==> config.mk <==
export PLATFORM = sky130hd
export DESIGN_NAME = oddeven_stream_sorter
export DESIGN_NICKNAME = d
export VERILOG_FILES = /design/src/rtl/oddeven_stream_sorter.sv
export SDC_FILE = /design/constraint.sdc
export NUM_CORES = 2
export LEC_CHECK = 0
export ABC_AREA = 1
export CAP_MARGIN = 40
export CORE_MARGIN = 4
export CORE_UTILIZATION = 55
export CTS_BUF_LIST = sky130_fd_sc_hd__clkbuf_8
export DETAILED_ROUTE_END_ITERATION = 6
export PLACE_DENSITY = 0.77
export REMOVE_ABC_BUFFERS = 1
export SYNTH_ARGS = -nofsm -noshare
export SYNTH_HDL_FRONTEND = slang
export SYNTH_SLANG_ARGS = --single-unit
==> constraint.sdc <==
create_clock -name clk -period 27.7 [get_ports clk]
set_clock_uncertainty 0.05 [all_clocks]
set_input_delay 5.54 -clock clk [delete_from_list [all_inputs] [get_ports clk]]
set_output_delay 5.54 -clock clk [all_outputs]
set_load 0.005 [all_outputs]
==> src/rtl/oddeven_stream_sorter.sv <==
// Streaming frame sorter: loads up to DEPTH beats, sorts them in place with
// odd-even transposition (one phase per clock, early exit), then streams them out.

module oes_cmp_pair #(
  parameter int WIDTH  = 32,
  parameter int SIGNED = 0
) (
  input  logic             i_en,
  input  logic             i_desc,
  input  logic             i_lo_vld,
  input  logic             i_hi_vld,
  input  logic [WIDTH-1:0] i_lo,
  input  logic [WIDTH-1:0] i_hi,
  output logic             o_swap
);
  logic w_gt, w_lt;

  generate
    if (SIGNED != 0) begin : g_signed
      assign w_gt = $signed(i_lo) > $signed(i_hi);
      assign w_lt = $signed(i_lo) < $signed(i_hi);
    end else begin : g_unsigned
      assign w_gt = i_lo > i_hi;
      assign w_lt = i_lo < i_hi;
    end
  endgenerate

  // An empty slot ranks after any valid one, so it always sinks upward.
  always_comb begin
    o_swap = 1'b0;
    if (i_en) begin
      if (!i_lo_vld)     o_swap = i_hi_vld;
      else if (i_hi_vld) o_swap = i_desc ? w_lt : w_gt;
    end
  end
endmodule

module oddeven_stream_sorter #(
  parameter int DEPTH  = 16,
  parameter int WIDTH  = 32,
  parameter int SIGNED = 0,
  parameter int CW     = $clog2(DEPTH + 1)
) (
  input  logic             clk,
  input  logic             rst,
  input  logic             in_valid,
  output logic             in_ready,
  input  logic [WIDTH-1:0] in_data,
  input  logic             in_last,
  input  logic             descending,
  output logic             out_valid,
  input  logic             out_ready,
  output logic [WIDTH-1:0] out_data,
  output logic             out_last,
  output logic             busy,
  output logic [CW-1:0]    sort_cycles
);
  typedef enum logic [1:0] {LOAD, SORT, UNLOAD} state_t;

  state_t                      r_state, w_state_nxt;
  logic [DEPTH-1:0][WIDTH-1:0] r_data, w_srt_data;
  logic [DEPTH-1:0]            r_vld, w_srt_vld;
  logic [DEPTH-2:0]            w_swap;
  logic [CW-1:0]               r_n, r_phase, r_rd, r_sort_cycles;
  logic [CW-1:0]               w_n_inc, w_phase_inc, w_rd_inc;
  logic                        r_desc, r_prev_quiet, r_in_ready;
  logic                        r_out_valid, r_out_last;
  logic [WIDTH-1:0]            r_out_data, w_rd_data;
  logic                        w_accept, w_load_done, w_any_swap, w_sort_done, w_out_acc;

  assign w_n_inc     = r_n + CW'(1);
  assign w_phase_inc = r_phase + CW'(1);
  assign w_rd_inc    = r_rd + CW'(1);
  assign w_accept    = (r_state == LOAD) && in_valid && r_in_ready;
  assign w_load_done = w_accept && (in_last || (w_n_inc == CW'(DEPTH)));
  assign w_any_swap  = |w_swap;
  assign w_sort_done = (r_state == SORT) &&
                       ((!w_any_swap && r_prev_quiet) || (w_phase_inc == CW'(DEPTH)));
  assign w_out_acc   = (r_state == UNLOAD) && r_out_valid && out_ready;

  genvar i, j;
  generate
    for (i = 0; i < DEPTH - 1; i++) begin : g_pair
      localparam logic PAR = (i % 2) == 1;
      oes_cmp_pair #(.WIDTH(WIDTH), .SIGNED(SIGNED)) u_pair (
        .i_en     (r_state == SORT && r_phase[0] == PAR),
        .i_desc   (r_desc),
        .i_lo_vld (r_vld[i]),
        .i_hi_vld (r_vld[i+1]),
        .i_lo     (r_data[i]),
        .i_hi     (r_data[i+1]),
        .o_swap   (w_swap[i])
      );
    end

    for (j = 0; j < DEPTH; j++) begin : g_slot
      if (j == 0) begin : g_first
        assign w_srt_data[j] = w_swap[j] ? r_data[j+1] : r_data[j];
        assign w_srt_vld[j]  = w_swap[j] ? r_vld[j+1]  : r_vld[j];
      end else if (j == DEPTH - 1) begin : g_final
        assign w_srt_data[j] = w_swap[j-1] ? r_data[j-1] : r_data[j];
        assign w_srt_vld[j]  = w_swap[j-1] ? r_vld[j-1]  : r_vld[j];
      end else begin : g_mid
        assign w_srt_data[j] = w_swap[j] ? r_data[j+1] : w_swap[j-1] ? r_data[j-1] : r_data[j];
        assign w_srt_vld[j]  = w_swap[j] ? r_vld[j+1]  : w_swap[j-1] ? r_vld[j-1]  : r_vld[j];
      end
    end
  endgenerate

  always_comb begin
    w_rd_data = '0;
    for (int k = 0; k < DEPTH; k++)
      if (CW'(k) == w_rd_inc) w_rd_data = r_data[k];
  end

  always_ff @(posedge clk or posedge rst) begin
    if (rst) r_state <= LOAD;
    else     r_state <= w_state_nxt;
  end

  always_comb begin
    w_state_nxt = r_state;
    case (r_state)
      LOAD:    if (w_load_done) w_state_nxt = SORT;
      SORT:    if (w_sort_done) w_state_nxt = UNLOAD;
      UNLOAD:  if (w_out_acc && r_out_last) w_state_nxt = LOAD;
      default: w_state_nxt = LOAD;
    endcase
  end

  always_ff @(posedge clk or posedge rst) begin
    if (rst) begin
      r_data        <= '0;
      r_vld         <= '0;
      r_n           <= '0;
      r_phase       <= '0;
      r_rd          <= '0;
      r_sort_cycles <= '0;
      r_desc        <= 1'b0;
      r_prev_quiet  <= 1'b0;
      r_in_ready    <= 1'b0;
      r_out_valid   <= 1'b0;
      r_out_data    <= '0;
      r_out_last    <= 1'b0;
    end else begin
      r_in_ready <= (w_state_nxt == LOAD);
      case (r_state)
        LOAD: if (w_accept) begin
          for (int k = 0; k < DEPTH; k++)
            if (CW'(k) == r_n) begin
              r_data[k] <= in_data;
              r_vld[k]  <= 1'b1;
            end
          r_n <= w_n_inc;
          if (r_n == '0) r_desc <= descending;
          r_phase      <= '0;
          r_prev_quiet <= 1'b0;
        end
        SORT: begin
          r_data       <= w_srt_data;
          r_vld        <= w_srt_vld;
          r_phase      <= w_phase_inc;
          r_prev_quiet <= !w_any_swap;
          // Present slot 0 straight from the final phase so UNLOAD starts valid.
          if (w_sort_done) begin
            r_sort_cycles <= w_phase_inc;
            r_out_valid   <= 1'b1;
            r_out_data    <= w_srt_data[0];
            r_out_last    <= (r_n == CW'(1));
            r_rd          <= '0;
          end
        end
        UNLOAD: if (w_out_acc) begin
          if (r_out_last) begin
            r_n          <= '0;
            r_vld        <= '0;
            r_phase      <= '0;
            r_rd         <= '0;
            r_prev_quiet <= 1'b0;
            r_out_valid  <= 1'b0;
            r_out_data   <= '0;
            r_out_last   <= 1'b0;
          end else begin
            r_rd       <= w_rd_inc;
            r_out_data <= w_rd_data;
            r_out_last <= (w_rd_inc == r_n - CW'(1));
          end
        end
        default: ;
      endcase
    end
  end

  assign in_ready    = r_in_ready;
  assign out_valid   = r_out_valid;
  assign out_data    = r_out_data;
  assign out_last    = r_out_last;
  assign busy        = (r_state != LOAD);
  assign sort_cycles = r_sort_cycles;
endmodule
* After elaboration in Yosys (flattened, before gate mapping) *
Index checks and enable logic that the tools add are counted.

word-level totals
  output and inout port bits = 41
  bits of input ports = 38
  bits in registers = 587
  logic and storage cells = 413

cells by class
  mux-type cells = 202
  $lt $le $gt $ge = 30
  bitwise operators = 1
  $add $sub $neg = 4
  reductions and logical operators = 61
  equality and inequality tests = 72

operators with widths
  cell                                           count
  2-to-1 mux 32 bit                              65
  one-hot mux 512 bit (2 select lines)           1
  2-to-1 mux 512 bit                             1
  greater-than comparator 32 bit                 15
  < comparator 32 bit                            15
  2-to-1 mux 1 bit                               113
  AND reduction 6 bit                            16
  == test 4 x 5 -> 1 bit, first input constant   16
  AND reduction 4 bit                            18
  one-hot mux 32 bit (2 select lines)            1
  2-to-1 mux 16 bit                              3
  one-hot mux 16 bit (3 select lines)            1
  != test 3 x 1 -> 1 bit, second input constant  14
  == test 3 x 5 -> 1 bit, first input constant   8
  != test 2 x 1 -> 1 bit, second input constant  18
  2-to-1 mux 5 bit                               7
  == test 2 x 5 -> 1 bit, first input constant   4
  one-hot mux 5 bit (2 select lines)             2
  adder 5 x 1 -> 5 bit, second input constant    3
  one-hot mux 5 bit (3 select lines)             1
  OR reduction 15 bit                            1
  == test 1 x 5 -> 1 bit, first input constant   2
  == test 5 bit, second input constant           2
  logical AND 1 bit                              10
  19 further kinds                               33

* Depth between registers and ports, before layout *
  depth in word-level cells = 21
  mapped depth = 26
  depth with buffers taken out = 25

* Cells and area by module *
A second synthesis with hierarchy kept.

second synthesis, totals
  cell total of the unflattened synthesis = 7,177
  area total of the unflattened synthesis = 49,292.3 um2

by module, submodules not included
  module                               area an instance (um2)  instances  seq. area each (um2)  cells each
  oddeven_stream_sorter                35,551.6                1          14,689.1              4,942
  oes_cmp_pair (g_pair[0].u_pair ...)  900.9                   8          0.0                   149
  oes_cmp_pair (g_pair[3].u_pair ...)  933.4                   7          0.0                   149

* Worst setup path before layout *
No wires, ideal clock.

  kind = input port to flip-flop
  start = input in_valid
  end = register r_data[0] in the netlist's numbering
  path buffers = 1
  setup time = 82 ps
  path slack = 20,672 ps
  stages on the path = 7
  arrival time = 6,896 ps
  required time = 27,568 ps
  cell sequence = nand3_1 -> inv_1 -> nand4_1 -> a21oi_1 -> clkbuf_1 -> nor2_1 -> a31oi_1

between the ends
  cells in the longest elaborated chain, start to end = 4

ends and longest elaborated chain
  element                               line  text
  from (decl)                           46    input logic in_valid,
  logical AND 1 bit (2 in a row)        74    assign w_accept = (r_state == LOAD) && in_valid && r_in_ready;
  != test 2 bit (no source line)        --
  AND reduction 3 bit (no source line)  --
  to (signal, indexed assignment)       151   r_data[k] <= in_data;
  to (signal assigned)                  160   r_data <= w_srt_data;
  to (decl)                             61    logic [DEPTH-1:0][WIDTH-1:0] r_data, w_srt_data;

Every way passes these cells.
A chain may end at the register's enable or synchronous reset.

==> flow_summary_export.csv <==
group,metric,value,unit
status,outcome,"finished, final reports clean",
logic_synthesis,postSynthCellCount,6679,
timing,post-route-period-util,0.276,
run,cap_violations,0,
logic_synthesis,synthMuxAreaShare,0.000242,
power_and_ir_drop,clock_power_share,0.129,
logic_synthesis,synth_xor_area_frac,0.00207,
timing,worstMarginPinSlew,1.01,ns
final_layout,final.fill_count,7804,
placement,dp_hpwl,124,mm
power_and_ir_drop,cellLeakagePower,24.0,nW
timing,rsz0062_at_grt,"false",
route,vias,48257,
placement,gp_congestion,0.955,
worst_setup_path,path_cells,"clkdlybuf4s50_1 > inv_8 > buf_12 > buf_12",
clock_tree,clk_pin_slew_worst_paths,0.06,ns
logic_synthesis,synth_top_family_by_area,"compound AO/OA/AOI/OAI gates",
worst_setup_path,cp_data_required_time,28.39,ns
final_layout,multi_input_area,0.0276,mm2
grt,grt_most_used_layer,"met2",
power_and_ir_drop,power_frac_seq,0.245,
route,wl_per_cell,21.2,um
worst_setup_path,cpMaxStageDelayCell,"buf_12",
logic_synthesis,seq_area_frac_synth,0.315,
logic_synthesis,synth_fa_ha_area_frac,0.132,
clock_tree,cts_max_level,3,
worst_setup_path,setup.worst_path.start_class,"input pin",
floorplan,start_util,0.556,
clock_tree,cts_tree,"built",
floorplan,fp.dieW,299,um
power_and_ir_drop,p_sw_frac,0.538,
worst_setup_path,rr_endpoint,"out_data[16]",
floorplan,design.die.area,0.0894,mm2
logic_synthesis,synth-simple-area-share,0.201,
grt,grt_use_met1,0.503,
placement,io_buffers,78,
clock_tree,post_cts_buffers,0,
worst_setup_path,cp_max_fo,148,
logic_synthesis,synth_compound_area_frac,0.255,
route,first_pass_iters,6,
timing,hold_viol_final,0,
logic_synthesis,yosysWarnings,0,
grt,use_met2,0.524,
timing,setup_viol,0,
grt,grt_max_degree,174,
logic_synthesis,synthArstFlopShare,1.00,
clock_tree,cts_sinks,587,
worst_hold_path,min_to,"sort_cycles[3]",
logic_synthesis,synth_area_per_cell,6.97,um2
route,drc,0,
floorplan,ioPinCount,79,
clock_tree,clock_path_buffers,3,
final_layout,areaGrowthSynthToFinish,8.49,%
grt,grt_antenna_before_repair,6,
timing,maxSlewViolCount,0,
route,postRouteAntennaNets,0,
placement,dp_cells,7610,
grt,grt-ovfl-total,0,
worst_setup_path,end_kind,"asynchronous set/reset pin",
clock_tree,cts_made_buffers,109,
timing,period_needed,7.64,ns
worst_hold_path,hold_class,"reg -> reg",
grt,grt_pass1_wl,255,mm
floorplan,core_area,0.0838,mm2
final_layout,fin_cells,7810,
logic_synthesis,ys_types,51,
worst_setup_path,cp_common_cell,"buf_12",
timing,max-slew-margin-rel,0.329,
clock_tree,root_buffer,"clkbuf_8",
route,viasPerCell,6.18,
worst_hold_path,min_delay_path_depth,2,
power_and_ir_drop,combPwrFrac,0.626,
timing,max_freq,131,MHz
clock_tree,ctsResizeCount,0,
final_layout,nNetsFinal,7119,
final_layout,drive_gt1_frac,0.0526,
logic_synthesis,ys.flop_type,"dfrtp_1",
grt,grt_pass1_vias,44122,
logic_synthesis,synth-edff-count,0,
worst_hold_path,hold_start,"sort_cycles[3]",
clock_tree,clock_latency,0.75,ns
route,drt_iter0_markers,6208,
logic_synthesis,synth-seq-cells,587,
worst_setup_path,worst_ep_arrival_time,8.33,ns
floorplan,rows,106,
worst_setup_path,criticalPathCategory,"in -> async",
clock_tree,hold_buffers,0,
worst_setup_path,cp_slowest_stage_delay,0.67,ns
grt,met3_usage,0.0923,
logic_synthesis,synthesis.area,0.0466,mm2
power_and_ir_drop,power_density,132,mW/mm2
power_and_ir_drop,peakVddDrop,0.0595,mV
grt,grtUsageTotal,0.359,
worst_setup_path,r2r_slack,22.40,ns
floorplan,die_h,299,um
power_and_ir_drop,p_sw,3.59,mW
timing,setup_tns,0,ns
worst_setup_path,rr_worst_depth,20,
final_layout,register_area,0.0147,mm2
worst_setup_path,rr_startpoint,"r_data[351]",
power_and_ir_drop,internal_power,3.08,mW
route,wl,166,mm
[Yosys cell counts, types with 4 or more instances]
cell type,count,area share
nor2_4,6,0.0015
nor4_1,7,0.00094
nand2_2,6,0.00081
clkinv_1,4,0.00032
o21a_1,17,0.0027
or2_2,37,0.0050
a22oi_1,33,0.0053
nor3_1,40,0.0043
inv_2,13,0.0010
buf_1,17,0.0014
buf_6,9,0.0022
o211ai_1,38,0.0061
o21ai_1,51,0.0055
nor2_1,210,0.017
nand3_1,288,0.031
a211oi_1,40,0.0064
xor2_1,8,0.0015
nor2_2,7,0.00094
nand2_1,1604,0.13
nand3_2,4,0.00086
a21oi_1,1155,0.12
o21ai_0,656,0.070
a31oi_1,42,0.0056
buf_4,5,0.00081
buf_2,48,0.0052
ha_1,492,0.13
clkbuf_1,295,0.024
dfrtp_1,587,0.32
inv_1,741,0.060
a21o_1,4,0.00064
o221ai_1,131,0.025
nand4_1,45,0.0060
o22ai_1,6,0.00081
[worst max-delay path by stage]
stage | startpoint | endpoint | cells after the start
4_1_cts | rst | r_data[452] | 4
3_3_place_gp | in_valid | r_data[463] | 8
6_report | rst | r_data[422] | 4
2_1_floorplan | rst | in_ready | 1
3_5_place_dp | rst | r_data[481] | 4
5_1_grt | rst | r_data[418] | 4
[metal layers]
layer  vias up  part of all wire
li1      22529                 -
met1     22414              0.41
met2      2880              0.41
met3       432              0.13
met4         2             0.049
met5         -          0.000078
[cells by family after synthesis]
family,count (synthesis)
AO/OA/AOI/OAI,2186
XOR/XNOR,11
adder cells (fa/ha/maj),492
buffers and inverters,1132
flip-flops,587
multiplexers,1
AND/OR/NAND/NOR,2270
[power groups by stage]
stage | clock network [mW] | logic [mW] | registers (mW)
after CTS | 0.868 | 4.04 | 1.62
final | 0.864 | 4.18 | 1.63
after global placement | 0 | 3.81 | 1.61
after global routing | 0.905 | 4.65 | 1.68
after floorplan | 0 | 2.72 | 1.54
after detailed placement | 0 | 4.02 | 1.63
[cell type report]
| class | instances | share of cell area |
|---|---|---|
| Inverter | 758 | 0.0566 |
| Clock inverter | 57 | 0.00532 |
| Multi-Input combinational cell | 4960 | 0.546 |
| Antenna cell | 3 | 0.000149 |
| Tap cell | 1134 | 0.0281 |
| Timing Repair Buffer | 173 | 0.0354 |
| Sequential cell | 587 | 0.291 |
| Clock buffer | 138 | 0.0376 |
[layout by cell type (no fill, tap or decap), drive strengths merged]
master         count
nand2           1613
a21oi           1155
inv              801
o21ai            707
dfrtp            587
ha               492
nand3            294
nor2             223
clkbuf           138
o221ai           131
buf               95
clkdlybuf4s50     78
nand4             46
a31oi             42
nor3              41
a211oi            40
or2               39
o211ai            38
a22oi             33
o21a              17
nor4              10
clkinv            10
xor2               8
o22ai              6
a21o               4
diode              3
a21boi             3
o2111ai            3
xnor2              3
clkinvlp           3
a41oi              2
and3               2
o21bai             2
nand3b             1
and2               1
o21ba              1
mux2               1
o31ai              1
a221oi             1
bufinv             1
[critical path, delay by kind of cell]
kind / cells / cell delay [ns]
buffers and inverters: 4 / 2.35
[state kept, by name, summed over array words and instances (netlist names)]
name and cells:
r_data 512, out_data 32, r_vld 16, r_n 5, r_phase 5, r_rd 5
sort_cycles 5, r_state 2, in_ready 1, out_last 1, out_valid 1, r_desc 1
r_prev_quiet 1
[metrics by stage]
| stage | worst slack [ns] | hold slack, ns | instance area (um2) | power (mW) | utilization |
|---|---|---|---|---|---|
| 2_1_floorplan | 5.68 | 0.424 | 45000 | 4.26 | - |
| 6_report | 20.06 | 0.434 | 50500 | 6.67 | 0.603 |
| 3_5_place_dp | 19.36 | 0.424 | 48300 | 5.65 | 0.577 |
| 5_1_grt | 19.77 | 0.467 | 50500 | 7.23 | 0.603 |
| 3_3_place_gp | 19.08 | 0.420 | 47900 | 5.42 | 0.571 |
| 4_1_cts | 20.14 | 0.438 | 50500 | 6.53 | 0.603 |
(Power assumes the default switching activity.)
